===== config.mk =====
export PLATFORM = sky130hd
export DESIGN_NAME = multi_channel_fifo
export DESIGN_NICKNAME = d
export VERILOG_FILES = /design/src/rtl/cnn_fifo_pkg.sv /design/src/rtl/fifo_channel_ctrl.sv /design/src/rtl/multi_channel_fifo.sv
export SDC_FILE = /design/constraint.sdc
export NUM_CORES = 1
export LEC_CHECK = 0
export CAP_MARGIN = 10
export CORE_UTILIZATION = 45
export DETAILED_ROUTE_END_ITERATION = 6
export GPL_TIMING_DRIVEN = 1
export MAX_ROUTING_LAYER = met4
export PLACE_DENSITY_LB_ADDON = 0.25
export SLEW_MARGIN = 20
export SYNTH_ARGS = -nofsm -noshare
export SYNTH_HDL_FRONTEND = slang
export SYNTH_HIERARCHICAL = 1
export SYNTH_SLANG_ARGS = --single-unit

===== constraint.sdc =====
create_clock -name i_clock -period 4.1 [get_ports i_clock]
set_input_delay 0.82 -clock i_clock [delete_from_list [all_inputs] [get_ports i_clock]]
set_output_delay 0.82 -clock i_clock [all_outputs]
set_load 0.005 [all_outputs]

===== src/rtl/cnn_fifo_pkg.sv =====
// Shared types and helpers for the multi-channel CNN input FIFO.
// Latency: n/a (package). Backpressure: n/a.
// Acceptance widths, pointer sizing and per-channel status layout.
package cnn_fifo_pkg;

    // Width used when comparing a channel index against the channel count.
    localparam int CH_CMP_W     = 32;
    // Count field is sized for any realistic depth; the top keeps only PTR_W+1 bits.
    localparam int STATUS_CNT_W = 16;

    function automatic int ptr_width(input int depth);
        return (depth < 2) ? 1 : $clog2(depth);
    endfunction

    function automatic logic chan_in_range(input logic [CH_CMP_W-1:0] ch, input int num_ch);
        return ch < CH_CMP_W'(num_ch);
    endfunction

    typedef struct packed {
        logic                    full;
        logic                    empty;
        logic                    almost_full;
        logic [STATUS_CNT_W-1:0] count;
    } ch_status_t;

endpackage


===== src/rtl/fifo_channel_ctrl.sv =====
// Per-channel pointer pair with flags and occupancy derived from registered pointers.
// Latency: pointers move at the edge after push_ok/pop_ok; flags are combinational from them.
// Backpressure: none; the caller only asserts push_ok/pop_ok when the request is legal.
module fifo_channel_ctrl
    import cnn_fifo_pkg::*;
#(
    parameter int  FIFO_DEPTH        = 8,
    parameter int  ALMOST_FULL_LEVEL = 6,
    localparam int PTR_W             = ptr_width(FIFO_DEPTH)
) (
    input  logic             clk_i,
    input  logic             rst_ni,
    input  logic             push_ok_i,
    input  logic             pop_ok_i,
    input  logic             flush_i,
    output ch_status_t       status_o,
    output logic [PTR_W-1:0] waddr_o,
    output logic [PTR_W-1:0] raddr_o
);

    localparam logic [PTR_W:0] PTR_ONE = (PTR_W+1)'(1);
    localparam logic [PTR_W:0] AF_LVL  = (PTR_W+1)'(ALMOST_FULL_LEVEL);

    logic [PTR_W:0] wptr_q, wptr_d;
    logic [PTR_W:0] rptr_q, rptr_d;
    logic [PTR_W:0] count;

    always_comb begin
        wptr_d = wptr_q;
        rptr_d = rptr_q;
        if (flush_i) begin
            wptr_d = '0;
            rptr_d = '0;
        end else begin
            if (push_ok_i) wptr_d = wptr_q + PTR_ONE;
            if (pop_ok_i)  rptr_d = rptr_q + PTR_ONE;
        end
    end

    always_ff @(posedge clk_i or negedge rst_ni) begin
        if (!rst_ni) begin
            wptr_q <= '0;
            rptr_q <= '0;
        end else begin
            wptr_q <= wptr_d;
            rptr_q <= rptr_d;
        end
    end

    // The extra MSB distinguishes full from empty when the low bits match.
    assign count                = wptr_q - rptr_q;
    assign status_o.empty       = (wptr_q == rptr_q);
    assign status_o.full        = (wptr_q[PTR_W] != rptr_q[PTR_W]) &&
                                  (wptr_q[PTR_W-1:0] == rptr_q[PTR_W-1:0]);
    assign status_o.almost_full = (count >= AF_LVL);
    assign status_o.count       = STATUS_CNT_W'(count);

    assign waddr_o = wptr_q[PTR_W-1:0];
    assign raddr_o = rptr_q[PTR_W-1:0];

endmodule


===== src/rtl/multi_channel_fifo.sv =====
// NUM_CHANNELS independent FIFOs sharing one storage array, indexed by feature channel.
// Latency: push visible in flags next cycle; pop data on o_rdata one cycle after request.
// Backpressure: illegal push/pop is dropped and reported by a one-cycle overflow/underflow pulse.
module multi_channel_fifo
    import cnn_fifo_pkg::*;
#(
    parameter int  DATA_WIDTH        = 32,
    parameter int  CHANNEL_WIDTH     = 11,
    parameter int  NUM_CHANNELS      = 4,
    parameter int  FIFO_DEPTH        = 8,
    parameter int  ALMOST_FULL_LEVEL = 6,
    localparam int PTR_W             = ptr_width(FIFO_DEPTH)
) (
    input  logic                                i_clock,
    input  logic                                i_reset,
    input  logic                                i_wenable,
    input  logic [CHANNEL_WIDTH-1:0]            i_wchannel,
    input  logic [DATA_WIDTH-1:0]               i_wdata,
    input  logic                                i_renable,
    input  logic [CHANNEL_WIDTH-1:0]            i_rchannel,
    input  logic [NUM_CHANNELS-1:0]             i_flush,
    output logic [DATA_WIDTH-1:0]               o_rdata,
    output logic                                o_rvalid,
    output logic [CHANNEL_WIDTH-1:0]            o_rchannel,
    output logic [NUM_CHANNELS-1:0]             o_full,
    output logic [NUM_CHANNELS-1:0]             o_empty,
    output logic [NUM_CHANNELS-1:0]             o_almost_full,
    output logic [NUM_CHANNELS*(PTR_W+1)-1:0]   o_count,
    output logic                                o_overflow,
    output logic                                o_underflow
);

    localparam int CNT_W  = PTR_W + 1;
    localparam int ADDR_W = $clog2(NUM_CHANNELS * FIFO_DEPTH);

    ch_status_t                status      [NUM_CHANNELS];
    logic [PTR_W-1:0]          ch_waddr    [NUM_CHANNELS];
    logic [PTR_W-1:0]          ch_raddr    [NUM_CHANNELS];
    logic [NUM_CHANNELS-1:0]   wsel, rsel, push_ok, pop_ok;
    logic [NUM_CHANNELS-1:0]   cnt_hi_unused;
    logic [ADDR_W-1:0]         waddr, raddr;
    logic                      push_any, pop_any;
    logic                      wr_in_range, rd_in_range;
    logic                      ovf_d, udf_d;

    logic [DATA_WIDTH-1:0]     mem_q [NUM_CHANNELS*FIFO_DEPTH];
    logic [DATA_WIDTH-1:0]     rdata_q, rdata_d;
    logic [CHANNEL_WIDTH-1:0]  rchannel_q, rchannel_d;
    logic                      rvalid_q, ovf_q, udf_q;

    for (genvar c = 0; c < NUM_CHANNELS; c++) begin : gen_ch
        fifo_channel_ctrl #(
            .FIFO_DEPTH        (FIFO_DEPTH),
            .ALMOST_FULL_LEVEL (ALMOST_FULL_LEVEL)
        ) u_ctrl (
            .clk_i     (i_clock),
            .rst_ni    (i_reset),
            .push_ok_i (push_ok[c]),
            .pop_ok_i  (pop_ok[c]),
            .flush_i   (i_flush[c]),
            .status_o  (status[c]),
            .waddr_o   (ch_waddr[c]),
            .raddr_o   (ch_raddr[c])
        );

        assign o_full[c]                   = status[c].full;
        assign o_empty[c]                  = status[c].empty;
        assign o_almost_full[c]            = status[c].almost_full;
        assign o_count[c*CNT_W +: CNT_W]   = status[c].count[CNT_W-1:0];
        assign cnt_hi_unused[c]            = |status[c].count[STATUS_CNT_W-1:CNT_W];
    end

    assign wr_in_range = chan_in_range(CH_CMP_W'(i_wchannel), NUM_CHANNELS);
    assign rd_in_range = chan_in_range(CH_CMP_W'(i_rchannel), NUM_CHANNELS);

    // Channel decode doubles as the range check: an out-of-range index selects nothing.
    always_comb begin
        wsel    = '0;
        rsel    = '0;
        push_ok = '0;
        pop_ok  = '0;
        waddr   = '0;
        raddr   = '0;
        for (int c = 0; c < NUM_CHANNELS; c++) begin
            if (i_wchannel == CHANNEL_WIDTH'(c)) begin
                wsel[c] = 1'b1;
                waddr   = ADDR_W'(c * FIFO_DEPTH) + ADDR_W'(ch_waddr[c]);
            end
            if (i_rchannel == CHANNEL_WIDTH'(c)) begin
                rsel[c] = 1'b1;
                raddr   = ADDR_W'(c * FIFO_DEPTH) + ADDR_W'(ch_raddr[c]);
            end
            push_ok[c] = i_wenable && wsel[c] && !o_full[c]  && !i_flush[c];
            pop_ok[c]  = i_renable && rsel[c] && !o_empty[c] && !i_flush[c];
        end
    end

    assign push_any = |push_ok;
    assign pop_any  = |pop_ok;

    // Requests swallowed by a flush of their own channel are dropped silently.
    assign ovf_d = i_wenable && !push_any && !(wr_in_range && |(wsel & i_flush));
    assign udf_d = i_renable && !pop_any  && !(rd_in_range && |(rsel & i_flush));

    always_ff @(posedge i_clock) begin
        if (push_any) mem_q[waddr] <= i_wdata;
    end

    always_comb begin
        rdata_d    = rdata_q;
        rchannel_d = rchannel_q;
        if (pop_any) begin
            rdata_d    = mem_q[raddr];
            rchannel_d = i_rchannel;
        end
    end

    always_ff @(posedge i_clock or negedge i_reset) begin
        if (!i_reset) begin
            rdata_q    <= '0;
            rchannel_q <= '0;
            rvalid_q   <= 1'b0;
            ovf_q      <= 1'b0;
            udf_q      <= 1'b0;
        end else begin
            rdata_q    <= rdata_d;
            rchannel_q <= rchannel_d;
            rvalid_q   <= pop_any;
            ovf_q      <= ovf_d;
            udf_q      <= udf_d;
        end
    end

    assign o_rdata     = rdata_q;
    assign o_rchannel  = rchannel_q;
    assign o_rvalid    = rvalid_q;
    assign o_overflow  = ovf_q;
    assign o_underflow = udf_q;

endmodule


**Word-level counts from Yosys, hierarchy flattened**

Memories as Yosys holds them, arrays and structs flattened. A register that Yosys moved wholly into a read port is not among the register bits.
Index checks and enable logic that the tools add are counted.

- Register bits: 46
- Memory bits (writable): 1,024
- Input port bits: 62
- Output and inout port bits: 74
- Word-level logic and storage cells: 156
- Memories: 1

Memories:

| name | words | bits a word | read ports | clocked after memory_dff | write ports | RTL line | source |
|---|---|---|---|---|---|---|---|
| mem_q | 32 | 32 | 1 | 1 | 1 | multi_channel_fifo.sv:46 | `logic [DATA_WIDTH-1:0] mem_q [NUM_CHANNELS*FIFO_DEPTH];` |

- $add $sub $neg: 18
- Order comparisons: 6
- Equality and inequality tests: 18
- Mux-type cells: 34
- Bitwise operators: 2
- Reduce and logical (&&, ||, !) cells: 65

Operators by type and width:

| operator | number |
|---|---|
| 2-to-1 mux 4 bit | 16 |
| == test 11 x 2 -> 1 bit, second input constant | 4 |
| logical AND 1 bit | 34 |
| adder 4 x 1 -> 4 bit, second input constant | 8 |
| 2-to-1 mux 5 bit | 6 |
| == test 11 x 1 -> 1 bit, second input constant | 2 |
| logical NOT 11 bit | 2 |
| < comparator 11 x 3 -> 1 bit, second input constant | 2 |
| logical NOT 1 bit | 17 |
| == test 4 bit | 4 |
| greater-or-equal comparator 4 x 3 -> 1 bit, second input constant | 4 |
| nonzero test 2 bit | 8 |
| OR reduction 4 bit | 4 |
| subtractor 4 bit | 4 |
| == test 3 bit | 4 |
| adder 4 x 3 -> 5 bit, first input constant | 2 |
| adder 4 x 4 -> 5 bit, first input constant | 2 |
| adder 5 x 3 -> 5 bit, first input constant | 2 |
| 2-to-1 mux 1 bit | 10 |
| bitwise AND 4 bit | 2 |
| 2-to-1 mux 3 bit | 2 |
| inequality test 1 bit | 4 |

**Logic depth before layout (Yosys ltp)**

Gate-level depths: netlist of run 1.

- Word-level depth: 9
- Gate-level depth with buffers: 14

**By module**

The synthesis of run 1 kept the hierarchy.

By module, submodules not included:

| module | instances | cells an instance | area each (µm²) |
|---|---|---|---|
| multi_channel_fifo | 1 | 2,753 | 41,237.0 |
| fifo_channel_ctrl | 4 | 72 | 639.4 |

**Worst setup path before layout of run 1**

Ideal clock, no wire load.

- Path type: input to register
- Start point: in i_wchannel[7]
- End point: mem mem_q[27][0] (enable)
- Setup time: 421 ps
- Data arrival time: 3,741 ps
- Path slack: -62 ps
- Stages on the path: 7
- Cell sequence: nor4_1 -> nand2_1 -> nor4_1 -> and3_1 -> clkbuf_1 -> nand3_1 -> nor2_1

- Word-level cells in the longest chain between the ends: 8
- Elaborated cells between the ends (all ways): 27
- Those cells by class: eq/ne (3); mux (10); reduce/logical (14)

RTL lines:

| element | RTL line | source |
|---|---|---|
| from (decl) | multi_channel_fifo.sv:17 | `input logic [CHANNEL_WIDTH-1:0] i_wchannel,` |
| == test 11 x 1 -> 1 bit (tied with other cells) | multi_channel_fifo.sv:85 | `if (i_wchannel == CHANNEL_WIDTH'(c)) begin` |
| 2-to-1 mux 1 bit | multi_channel_fifo.sv:85 |  |
| logical AND 1 bit (3 in a row) | multi_channel_fifo.sv:93 | `push_ok[c] = i_wenable && wsel[c] && !o_full[c] && !i_flush[c];` |
| OR reduction 4 bit | multi_channel_fifo.sv:98 | `assign push_any = \|push_ok;` |
| 2-to-1 mux 1 bit | multi_channel_fifo.sv:106 | `if (push_any) mem_q[waddr] <= i_wdata;` |
| 2-to-1 mux 1 bit (implied by the code) | multi_channel_fifo.sv:106 |  |
| to (decl) | multi_channel_fifo.sv:46 |  |

Several ways; a longest one is shown, not always the timed one.

**Final worst setup path of run 1**

- Start point: reg gen_ch[3].u_ctrl.wptr_q[0]
- End point: out o_almost_full[3]

- Word-level cells in the longest chain between the ends: 2

RTL lines:

| element | RTL line | source |
|---|---|---|
| from (decl) | fifo_channel_ctrl.sv:24 | `logic [PTR_W:0] wptr_q, wptr_d;` |
| from (signal assigned) | fifo_channel_ctrl.sv:45 | `wptr_q <= wptr_d;` |
| subtractor 4 bit | fifo_channel_ctrl.sv:51 | `assign count = wptr_q - rptr_q;` |
| greater-or-equal comparator 4 x 3 -> 1 bit | fifo_channel_ctrl.sv:55 | `assign status_o.almost_full = (count >= AF_LVL);` |
| to (decl) | multi_channel_fifo.sv:27 | `output logic [NUM_CHANNELS-1:0] o_almost_full,` |

Every way passes these cells.

==> results of run 1 <==
[power by group]
part	internal, mW	switching [mW]	leakage (nW)
logic	0.0672	0.204	5.14
clock network	6.52	4.28	1.93
registers	12.3	0.000872	10.3
total	18.9	4.49	17.3
[routing by layer]
| layer | global-route usage, % | routed length [µm] |
|---|---|---|
| met1 | 34.8 | 50700 |
| met2 | 42.0 | 60700 |
| met4 | 8.13 | 3660 |
| met3 | 3.65 | 9560 |
| met5 | - | 0 |
[worst max-delay path by stage]
| stage | start | end | cells past startpoint |
|---|---|---|---|
| floorplan | i_wchannel[7] | mem_q[27][0] | 7 |
| global placement | i_rchannel[1] | o_rdata[13] | 9 |
| detailed placement | i_rchannel[1] | o_rdata[31] | 10 |
| CTS | gen_ch[3].u_ctrl/wptr_q[0] | o_almost_full[3] | 7 |
| global route | gen_ch[3].u_ctrl/wptr_q[0] | o_almost_full[3] | 7 |
| finish | gen_ch[3].u_ctrl/wptr_q[0] | o_almost_full[3] | 7 |
[critical path: stages (launching register included)]
cell and delay (ns):
dfrtp_1 0.52, inv_1 0.09, ha_1 0.24, fa_1 0.38, xnor2_1 0.22, nand2_1 0.07
o21ai_1 0.08, clkdlybuf4s50_1 0.51
[final cells by class]
cell class                      count  share of cell area (%)
Antenna cell                        4                  0.0193
Clock buffer                      135                    5.68
Clock inverter                     76                    1.92
Inverter                           27                   0.195
Multi-Input combinational cell   1671                    19.3
Sequential cell                  1102                    63.0
Tap cell                         1265                    3.05
Timing Repair Buffer              343                    6.83
[registers in the layout (all words and copies together) (netlist names)]
| signal | flops |
|---|---|
| gen_ch.u_ctrl/rptr_q | 16 |
| gen_ch.u_ctrl/wptr_q | 16 |
| mem_q | 1024 |
| o_overflow | 1 |
| o_rchannel | 11 |
| o_rdata | 32 |
| o_rvalid | 1 |
| o_underflow | 1 |
==> flow_summary.toml, run 1 <==
[run_status]
status = "completed"

[die]
fp.dieH_um = 313
io_pins = 136
design.core.area_um2 = 95300
die_w_um = 313
row_count = 113
dieArea_um2 = 97700
start_util_pct = 45.6

[layout]
final_cell_area_um2 = 51900
drive_gt1_share_pct = 13.9
syn_to_final_growth_pct = 19.5
final_cell_count_no_fill = 4623
regArea_um2 = 32700
fillers = 7637
final_nets = 3342
final_cell_mix = "edfxtp_1 (1024), nand2_1 (592), a21oi_1 (234), mux2i_1 (175), buf_4 (154)"
layout_commonest_cell = "edfxtp_1"
multi_input_area_um2 = 10000
final_util_pct = 54.5

[power_and_ir_drop]
power_mw = 23.4
ir_drop_mv = 0.326
p_leak_nw = 17.3
power_density_nw_per_um2 = 450

[place]
place_inst = 4408
dp.final_hpwl_um = 71900
portBuffers = 135
dpl_cell_area_um2 = 48000
dpl_worst_slack_ns = -0.144
gp_congestion = 0.889

[clocking]
cts_tree = "done"
cts_resized = 0
cts-root-buf = "clkbuf_16"
clkLatencyLatePin_ns = 0.70
clkSinkCount = 1102
cts_buffer_depth = 3
clk_pin_slew_ns = 0.06
cts_made_buffers = 111
hold_buffers = 0
h-tree-depth = 3
post_cts_buffers = 0

[setup_path]
r2r_end = "o_rdata[12]"
worst-endpoint-required_ns = 3.28
cp_max_fo = 5
crit_path_start_kind = "flip-flop"
r2r-start = "gen_ch[1].u_ctrl/rptr_q[1]"
arrival_ns = 2.79
reg2reg_depth = 11
endpoint_kind = "primary output"
reg2reg_slack_ns = 0.61
critical_path_class = "flip-flop to primary output"

[timing]
skew_ns = 0.0318
slew_headroom_pct = 27.5
finalMaxSlewViolations = 0
setup_ws_ns = 0.486
fin_crit_sh_pct = 88.1
period_needed_ns = 3.61
rsz0062_at_grt = "no"
setup_violations = 0
max_freq_mhz = 277
worst_pin_slew_ns = 1.08
finalSetupTns_ns = 0
whs_ns = 0.223
hold_viol = 0

[drt]
avgRoutedWirePerCell_um = 27.0
drt_wl_total_um = 125000
via_count = 27300
ant_nets = 0
drc = 0
first_pass_iters = 5
via_per_inst = 5.91
drt_iter0_drc = 2988

[global_routing]
grt_overflow = 0
grt_pass1_wl_um = 181000
grt_pass1_vias = 26800
grt_usage_pct = 26.2
grt_max_degree = 58
antenna_found_initial = 4

[yosys]
syn_area_per_cell_um2 = 14.5
synth_cells = 2989
yosysWarnings = 6
synth_area_um2 = 43400
synth_nets = 3075

[flow_run]
max-cap-violations = 0

[min_path]
hold_class = "input port to asynchronous set/reset pin"
Note: power is estimated with default switching activity, not from simulation.
==> run 2, diff against run 1 <==
Settings changed: CTS_BUF_LIST from default to sky130_fd_sc_hd__clkbuf_8 sky130_fd_sc_hd__clkbuf_16.
Clock period 4.1 ns to 3.75 ns, I/O delays scaled along.
==> run 2 against run 1 <==
Compared with the run above: wire length barely moved; critical path depth did not move; combinational power is 14% higher; worst setup slack got worse by 0.26 ns; via count increased by 0.22%; first-iteration DRC count rose by 8.8%; final area is 0.68% higher; die area unchanged; total power up 6.4%; flip-flop and latch count did not move; critical path type unchanged; critical endpoint unchanged; highest routed layer unchanged.
==> flow_summary.toml, run 2 (synthesis gave the netlist of run 1 again) <==
[run_status]
status = "completed"

[drt]
ant_nets = 0
first_pass_iters = 5
avgRoutedWirePerCell_um = 26.7
drt_wl_total_um = 125000
via_count = 27400
drc = 0
drt_iter0_drc = 3252
via_per_inst = 5.86

[global_routing]
grt_pass1_wl_um = 181000
grt_overflow = 0
antenna_found_initial = 5
grt_max_degree = 61
grt_pass1_vias = 27000
grt_usage_pct = 26.2

[layout]
drive_gt1_share_pct = 14.8
final_nets = 3391
final_cell_mix = "edfxtp_1 (1024), nand2_1 (592), a21oi_1 (234), buf_4 (190), mux2i_1 (175)"
fillers = 7553
final_cell_area_um2 = 52200
layout_commonest_cell = "edfxtp_1"
final_util_pct = 54.8
largest_register_ffs = 1024
top_register = "mem_q"
syn_to_final_growth_pct = 20.3

[power_and_ir_drop]
ir_drop_mv = 0.389
p_leak_nw = 17.6
power_density_nw_per_um2 = 476

[die]
dieArea_um2 = 97700
die_w_um = 313
start_util_pct = 45.6
row_count = 113
fp.dieH_um = 313
io_pins = 136
design.core.area_um2 = 95300

[clocking]
post_cts_buffers = 0
h-tree-depth = 3
cts_tree = "done"
cts_buffer_depth = 3
hold_buffers = 0
cts_made_buffers = 111
cts-root-buf = "clkbuf_16"
clkSinkCount = 1102
cts_resized = 0
clkLatencyLatePin_ns = 0.71
clk_pin_slew_ns = 0.06

[timing]
period_needed_ns = 3.52
max_freq_mhz = 284
hold_viol = 0
slew_headroom_pct = 25.1
skew_ns = 0.0372
rsz0062_at_grt = "no"
fin_crit_sh_pct = 94.0
worst_pin_slew_ns = 1.12
finalMaxSlewViolations = 0
setup_violations = 0

[setup_path]
endpoint_kind = "primary output"
worst-endpoint-required_ns = 3.00
cp_max_fo = 5
reg2reg_depth = 12
cpPeakStageDelay_ns = 0.51
reg2reg_slack_ns = 0.24
slowest_stage = "clkdlybuf4s50_1"
critical_path_class = "flip-flop to primary output"
crit_path_start_kind = "flip-flop"
arrival_ns = 2.77
path_cells = "inv_1 -> ha_1 -> fa_1 -> xnor2_1 -> nand2_1 -> o21ai_1 -> clkdlybuf4s50_1"
r2r-start = "gen_ch[1].u_ctrl/wptr_q[0]"
r2r_end = "o_rdata[31]"

[place]
dpl_cell_area_um2 = 48500
portBuffers = 135
gp_congestion = 0.905
dp.final_hpwl_um = 73500

[flow_run]
max-cap-violations = 0

[min_path]
hold_class = "input port to asynchronous set/reset pin"
run 2: cell count changes in the layout (fill, tap and decap cells not counted), moves of 7 or more:
cell	change
inv_1	+27
buf_12	+13
buf_4	+36
bufinv_16	-12
clkbuf_8	+7
clkbuf_1	-17
run 2: metrics by stage:
step | setup TNS [ns] | std cells | setup WS, ns | hold WS, ns | total power, mW
finish | 0 | 4672 | 0.226 | 0.0876 | 24.9
CTS | 0 | 4667 | 0.182 | 0.0775 | 25.0
detailed placement | -4.86 | 4457 | -0.351 | 0.484 | 14.0
global placement | -5.27 | 4457 | -0.365 | 0.483 | 14.0
global route | 0 | 4671 | 0.101 | 0.102 | 25.5
floorplan | -331.33 | 2989 | -0.342 | 0.454 | 13.7
run 2: worst max path at each step:
| stage | from | to |
|---|---|---|
| after floorplan | i_wchannel[7] | mem_q[27][0] |
| after global placement | i_rchannel[7] | o_rdata[31] |
| after detailed placement | i_rchannel[7] | o_rdata[31] |
| after CTS | gen_ch[3].u_ctrl/wptr_q[0] | o_almost_full[3] |
| after global routing | gen_ch[3].u_ctrl/wptr_q[0] | o_almost_full[3] |
| final | gen_ch[3].u_ctrl/wptr_q[0] | o_almost_full[3] |
run 2: critical path, delay by kind of cell (launching register included):
| kind | cells | cell delay [ns] |
|---|---|---|
| buffers and inverters | 2 | 0.59 |
| adders and majority gates | 2 | 0.62 |
| xor gates and xnor gates | 1 | 0.21 |
| DFF | 1 | 0.50 |
| and+or+nand+nor | 1 | 0.08 |
| AOI/OAI and AO/OA | 1 | 0.07 |
run 2: layout make-up:
class / instances / area [µm²] / share of cell area, %
Sequential cell: 1102 / 32700 / 62.6
Multi-Input combinational cell: 1671 / 10000 / 19.2
Tap cell: 1265 / 1580 / 3.03
Timing Repair Buffer: 392 / 4100 / 7.85
Antenna cell: 5 / 12.5 / 0.0239
Clock inverter: 84 / 733 / 1.40
Inverter: 27 / 101 / 0.194
Clock buffer: 126 / 3010 / 5.75
run 2: power by group:
| group | internal [mW] | switching, mW |
|---|---|---|
| logic | 0.0858 | 0.223 |
| registers | 13.4 | 0.00116 |
| clock network | 6.43 | 4.68 |
run 2: per-layer routing:
| layer | vias to the layer above | part of all wire [%] | GRT usage [%] |
|---|---|---|---|
| li1 | 11900 | - | - |
| met5 | - | 0 | - |
| met3 | 233 | 8.1 | 4.12 |
| met1 | 13900 | 40 | 34.5 |
| met2 | 1298 | 48 | 41.6 |
| met4 | 0 | 3.3 | 8.90 |
